==> src/rtl/adder_pkg.sv <==
// Shared definitions for the bit-serial adder controller.
//   - state_t : controller state encoding (IDLE / RUN / DONE)
//   - FA_*    : bit positions of the full_adder input/output vectors
package adder_pkg;

  typedef enum logic [1:0] {
    IDLE = 2'd0,
    RUN  = 2'd1,
    DONE = 2'd2
  } state_t;

  // full_adder input vector bit map
  localparam int FA_A   = 0;
  localparam int FA_B   = 1;
  localparam int FA_CIN = 2;

  // full_adder output vector bit map
  localparam int FA_S   = 0;
  localparam int FA_CO  = 1;

endpackage

==> src/rtl/full_adder.sv <==
// Single-bit combinational full adder shared by the serial controller.
// Ports:
//   in  [2:0] : {carry-in, b, a} at positions FA_CIN / FA_B / FA_A
//   out [1:0] : {carry-out, sum} at positions FA_CO / FA_S
module full_adder
  import adder_pkg::*;
(
  input  logic [2:0] in,
  output logic [1:0] out
);

  // Sum is the parity of all three inputs; carry is generated by a&b or
  // propagated from carry-in when exactly one of a/b is set.
  always_comb begin
    out         = '0;
    out[FA_S]   = in[FA_A] ^ in[FA_B] ^ in[FA_CIN];
    out[FA_CO]  = (in[FA_A] & in[FA_B]) | (in[FA_CIN] & (in[FA_A] ^ in[FA_B]));
  end

endmodule

==> src/rtl/serial_adder_ctrl.sv <==
// Bit-serial adder controller: feeds one full_adder with one operand bit
// per clock, LSB first, keeping the ripple carry in a register.
// Parameters:
//   WIDTH : operand/sum width in bits (1..32)
// Ports:
//   clk   : system clock, all state changes on the rising edge
//   rst   : synchronous active-high reset
//   start : add request, only honoured while idle
//   a, b  : operands, captured in the cycle start is accepted
//   busy  : high while bits are being processed
//   done  : one-cycle pulse when sum/cout become final
//   sum   : a+b mod 2^WIDTH, held until the next accepted start
//   cout  : carry out of the top bit, held with sum
module serial_adder_ctrl
  import adder_pkg::*;
#(
  parameter int WIDTH = 8
) (
  input  logic             clk,
  input  logic             rst,
  input  logic             start,
  input  logic [WIDTH-1:0] a,
  input  logic [WIDTH-1:0] b,
  output logic             busy,
  output logic             done,
  output logic [WIDTH-1:0] sum,
  output logic             cout
);

  localparam int              CNT_W    = $clog2(WIDTH) + 1;
  localparam logic [CNT_W-1:0] LAST_BIT = CNT_W'(WIDTH - 1);

  state_t           r_state;
  logic [WIDTH-1:0] r_aShift;
  logic [WIDTH-1:0] r_bShift;
  logic [WIDTH-1:0] r_sum;
  logic [CNT_W-1:0] r_bitCount;
  logic             r_carry;
  logic             r_cout;
  logic             r_busy;
  logic             r_done;

  logic [2:0]       w_faIn;
  logic [1:0]       w_faOut;

  // The adder always sees the current LSBs of the operand shift registers
  // plus the carry produced by the previous bit.
  assign w_faIn[FA_A]   = r_aShift[0];
  assign w_faIn[FA_B]   = r_bShift[0];
  assign w_faIn[FA_CIN] = r_carry;

  full_adder u_fullAdder (
    .in  (w_faIn),
    .out (w_faOut)
  );

  // Single controller process: state, datapath registers and the
  // registered handshake outputs all advance together. The sum bit enters
  // from the MSB side, so after WIDTH shifts bit 0 has reached position 0;
  // the concatenate-then-shift form keeps this legal for WIDTH=1.
  always_ff @(posedge clk) begin
    if (rst) begin
      r_state    <= IDLE;
      r_aShift   <= '0;
      r_bShift   <= '0;
      r_sum      <= '0;
      r_bitCount <= '0;
      r_carry    <= 1'b0;
      r_cout     <= 1'b0;
      r_busy     <= 1'b0;
      r_done     <= 1'b0;
    end else begin
      case (r_state)
        IDLE: begin
          r_done <= 1'b0;
          if (start) begin
            r_aShift   <= a;
            r_bShift   <= b;
            r_carry    <= 1'b0;
            r_bitCount <= '0;
            r_busy     <= 1'b1;
            r_state    <= RUN;
          end
        end

        RUN: begin
          r_sum      <= WIDTH'({w_faOut[FA_S], r_sum} >> 1);
          r_aShift   <= r_aShift >> 1;
          r_bShift   <= r_bShift >> 1;
          r_carry    <= w_faOut[FA_CO];
          r_bitCount <= r_bitCount + 1'b1;
          if (r_bitCount == LAST_BIT) begin
            r_cout  <= w_faOut[FA_CO];
            r_busy  <= 1'b0;
            r_done  <= 1'b1;
            r_state <= DONE;
          end
        end

        DONE: begin
          r_done  <= 1'b0;
          r_state <= IDLE;
        end

        default: begin
          r_busy  <= 1'b0;
          r_done  <= 1'b0;
          r_state <= IDLE;
        end
      endcase
    end
  end

  assign busy = r_busy;
  assign done = r_done;
  assign sum  = r_sum;
  assign cout = r_cout;

endmodule

==> config.mk <==
export PLATFORM = sky130hd
export DESIGN_NAME = serial_adder_ctrl
export DESIGN_NICKNAME = d
export VERILOG_FILES = /design/src/rtl/adder_pkg.sv /design/src/rtl/full_adder.sv /design/src/rtl/serial_adder_ctrl.sv
export SDC_FILE = /design/constraint.sdc
export NUM_CORES = 1
export LEC_CHECK = 0
export BUFFER_PORTS_ARGS = -buffer_cell sky130_fd_sc_hd__buf_2
export CAP_MARGIN = 20
export CORE_MARGIN = 1
export CORE_UTILIZATION = 50
export CTS_CLUSTER_SIZE = 24
export DETAILED_ROUTE_END_ITERATION = 7
export GPL_ROUTABILITY_DRIVEN = 0
export PLACE_DENSITY = 0.74
export SLEW_MARGIN = 20
export SYNTH_ARGS = -nofsm -noshare
export SYNTH_HDL_FRONTEND = slang
export SYNTH_SLANG_ARGS = --single-unit
==> constraint.sdc <==
create_clock -name clk -period 1.23 [get_ports clk]
set_input_delay 0.123 -clock clk [delete_from_list [all_inputs] [get_ports clk]]
set_output_delay 0.123 -clock clk [all_outputs]
set_load 0.005 [all_outputs]
==> flow_summary.yaml <==
status:
  status: "finished, final reports clean"
sta:
  hold_ws_ns: 0.03765
  slew_viol_final: 0
  hold_viol_final: 0
  timing.final.crit_period_ns: 1.157
  fmax_mhz: 864.4
  rsz0062_at_grt: "no"
  finalClockSkew_ns: 0.008482
  setup_ws_ns: 0.07315
  setup_viol: 0
  relSlewSlack_pct: 78.79
  finalCritPeriodShare_pct: 94.05
  tightest_slew_ns: 0.3179
placed_design:
  io_buffer_count: 29
  place_inst: 215
  post-place-ws_ns: -0.01206
  hpwl_mm: 2.088
floorplanning:
  dieArea_mm2: 0.003202
  die_x_um: 56.59
  core_mm2: 0.002781
  num_rows: 19
  die_h_um: 56.59
  initial_core_util_pct: 53.58
  boundaryPins: 30
clock_tree:
  clkTransAtPathRegs_ns: 0.09
  cts.htree.levels: 2
  clkSinkCount: 34
  cts_tree: "built"
  cts_buffers: 5
  cts.path.max_buffers: 2
  cts_root_buffer: "clkbuf_4"
  clk_latency_ns: 0.34
critical_path:
  timing.rr.start: "r_state[0]"
  start_kind: "register"
  cp-startpoint: "r_state[0]"
  crit_path_max_fanout: 6
  worstRegToRegCells: 4
  crit_cells: 4
  regToRegSetupSlack_ns: 0.07
  slowest_delay_ns: 0.36
  crit_buf_inv: 1
  path_class: "register to register"
  worstReg2RegEnd: "r_bitCount[3]"
  crit_path_end_kind: "register"
  cp.required_ns: 1.49
  cp_top_family: "simple AND/OR/NAND/NOR gates"
  worstPathArrival_ns: 1.42
  cpMaxStageDelayCell: "dfxtp_1"
  cp_cell_sequence: "buf_4, nand2b_4, or3_1, a31oi_1"
detailed_routing:
  drt_pass1_iterations: 4
  drt_iter0_drc: 26
  wl_per_cell_um: 14.54
  drc_errors: 0
  postRouteAntennaNets: 0
  routed-via-count: 1303
  via_per_inst: 5.817
  finalWirelength_mm: 3.258
logic_synthesis:
  syn_avg_cell_area_um2: 9.256
  synth-seq-area-share_pct: 45.68
  synth_top_area_share_pct: 45.68
  yosysUniqueCellTypes: 31
  ys_ff_latch: 34
  netlist_top_cells_area: "dfxtp_1, a211oi_2, nor2_1"
  synth_edf_count: 0
  yosys_warnings: 0
  netlist_instances: 161
  ys.flop_type: "dfxtp_1"
  async_flop_share_pct: 0
  syn_area_mm2: 0.001490
  synth_nets: 182
  synth_top_area_cell: "dfxtp_1"
min_path:
  whs_path_depth: 3
  min_to: "r_bShift[7]"
  min_from: "b[7]"
  hp-class: "primary input to register"
finish:
  area_growth_syn_to_layout_pct: 18.64
  final_util_pct: 63.56
  num_antenna_cells: 0
  final_layout_size_suffix_gt1_share_pct: 32.12
  fin_nets: 214
  instances_no_fill: 224
global_route:
  antenna_found_initial: 0
  grt_pass1_vias: 1248
  grt_max_degree: 35
  grt_pass1_wl_mm: 5.416
  grt_overflow: 0
  grt_usage_pct: 22.28
power:
  leakagePower_nw: 0.7111
  p_total_mw: 2.337
  powerDensity_mw_per_mm2: 1322
  ir_worst_vdd_uv: 1126
job:
  cap_violations: 0
## power by group
part,leakage [nW],switching [mW],internal [mW],total [mW]
Combinational,0.387,0.167,0.145,0.312
Clock,0.0443,0.356,0.473,0.829
Sequential,0.279,0.0365,1.16,1.20
## layout by cell type, fill, tap and decap left out, types with 2 or more instances in the layout
| master | synthesis | routed |
|---|---|---|
| dfxtp_1 | 34 | 33 |
| o21ba_4 | 1 | 2 |
| o2bb2ai_1 | 7 | 7 |
| buf_2 | 4 | 29 |
| nor2_1 | 27 | 27 |
| clkbuf_4 | 0 | 5 |
| o22ai_1 | 7 | 7 |
| a22oi_1 | 4 | 4 |
| nand2b_4 | 1 | 2 |
| a211oi_2 | 10 | 10 |
| nand2_1 | 20 | 20 |
| nand3_1 | 4 | 4 |
| a211oi_1 | 6 | 6 |
| buf_4 | 1 | 5 |
| nor3_1 | 2 | 2 |
| a21oi_1 | 12 | 12 |
## cells in the mapped netlist (2+ instances only)
cell	n
a211oi_1	6
a211oi_2	10
a21oi_1	12
a22oi_1	4
buf_2	4
buf_6	4
clkbuf_1	3
dfxtp_1	34
nand2_1	20
nand3_1	4
nor2_1	27
nor3_1	2
o22ai_1	7
o2bb2ai_1	7
## worst max-delay path by stage
stage	to
after floorplan	r_bShift[2]
after global placement	r_bShift[3]
after detailed placement	r_bShift[0]
after CTS	r_aShift[2]
after global routing	r_bitCount[3]
final	r_bitCount[3]
## flip-flops by register name, summed over array words and instances, names as in the netlist
signal	count
done	1
r_state	2
r_bitCount	4
r_carry	1
r_aShift	8
r_bShift	8
sum	8
cout	1
busy	1
## layer usage
metal | vias up | track usage (%) | share of wire (%)
li1 | 644 | - | -
met1 | 622 | 25.87 | 45
met2 | 32 | 36.30 | 49
met3 | 5 | 6.912 | 4.8
met4 | 0 | 12.20 | 1.5
met5 | - | 0 | 0
## cell families (layout without fill, tap and decap cells)
kind of cell | after synthesis | count (layout) | share of synthesized area, %
flops | 34 | 34 | 45.68
fa+ha+maj | 2 | 2 | 2.183
compound gates | 51 | 52 | 27.79
buf+inv | 14 | 45 | 6.129
simple gates | 60 | 60 | 18.22
## what timing repair did
item / 4_1_cts / 5_1_grt
setup buffers: 0 / 1
hold buffers: 0 / 0
gates resized for setup: 1 / 7
cloned: 0 / 1
setup endpoints to repair: 7 / 9
pin swaps: 0 / 1
## final cells by class
class                           count  area (um^2)
Clock buffer                        6        51.30
Multi-Input combinational cell    114        742.0
Clock inverter                      1        30.03
Timing Repair Buffer               36        214.0
Inverter                            2        10.01
Fill cell                         247         1013
Tap cell                           31        38.79
Sequential cell                    34        681.9
## per-stage QoR
stage / cell area, um^2 / setup TNS, ns
5_1_grt: 1768 / 0
3_5_place_dp: 1648 / -0.02041
4_1_cts: 1732 / 0
2_1_floorplan: 1490 / 0
6_report: 1768 / 0
3_3_place_gp: 1648 / 0
## worst register-to-register path: cells and delay by family, from the launching register on
| kind | cells | cell delay, ns |
|---|---|---|
| AO/OA/AOI/OAI | 1 | 0.18 |
| buffers and inverters | 1 | 0.16 |
| AND/OR/NAND/NOR | 2 | 0.40 |
| flip-flops | 1 | 0.36 |
(Power assumes the default switching activity.)
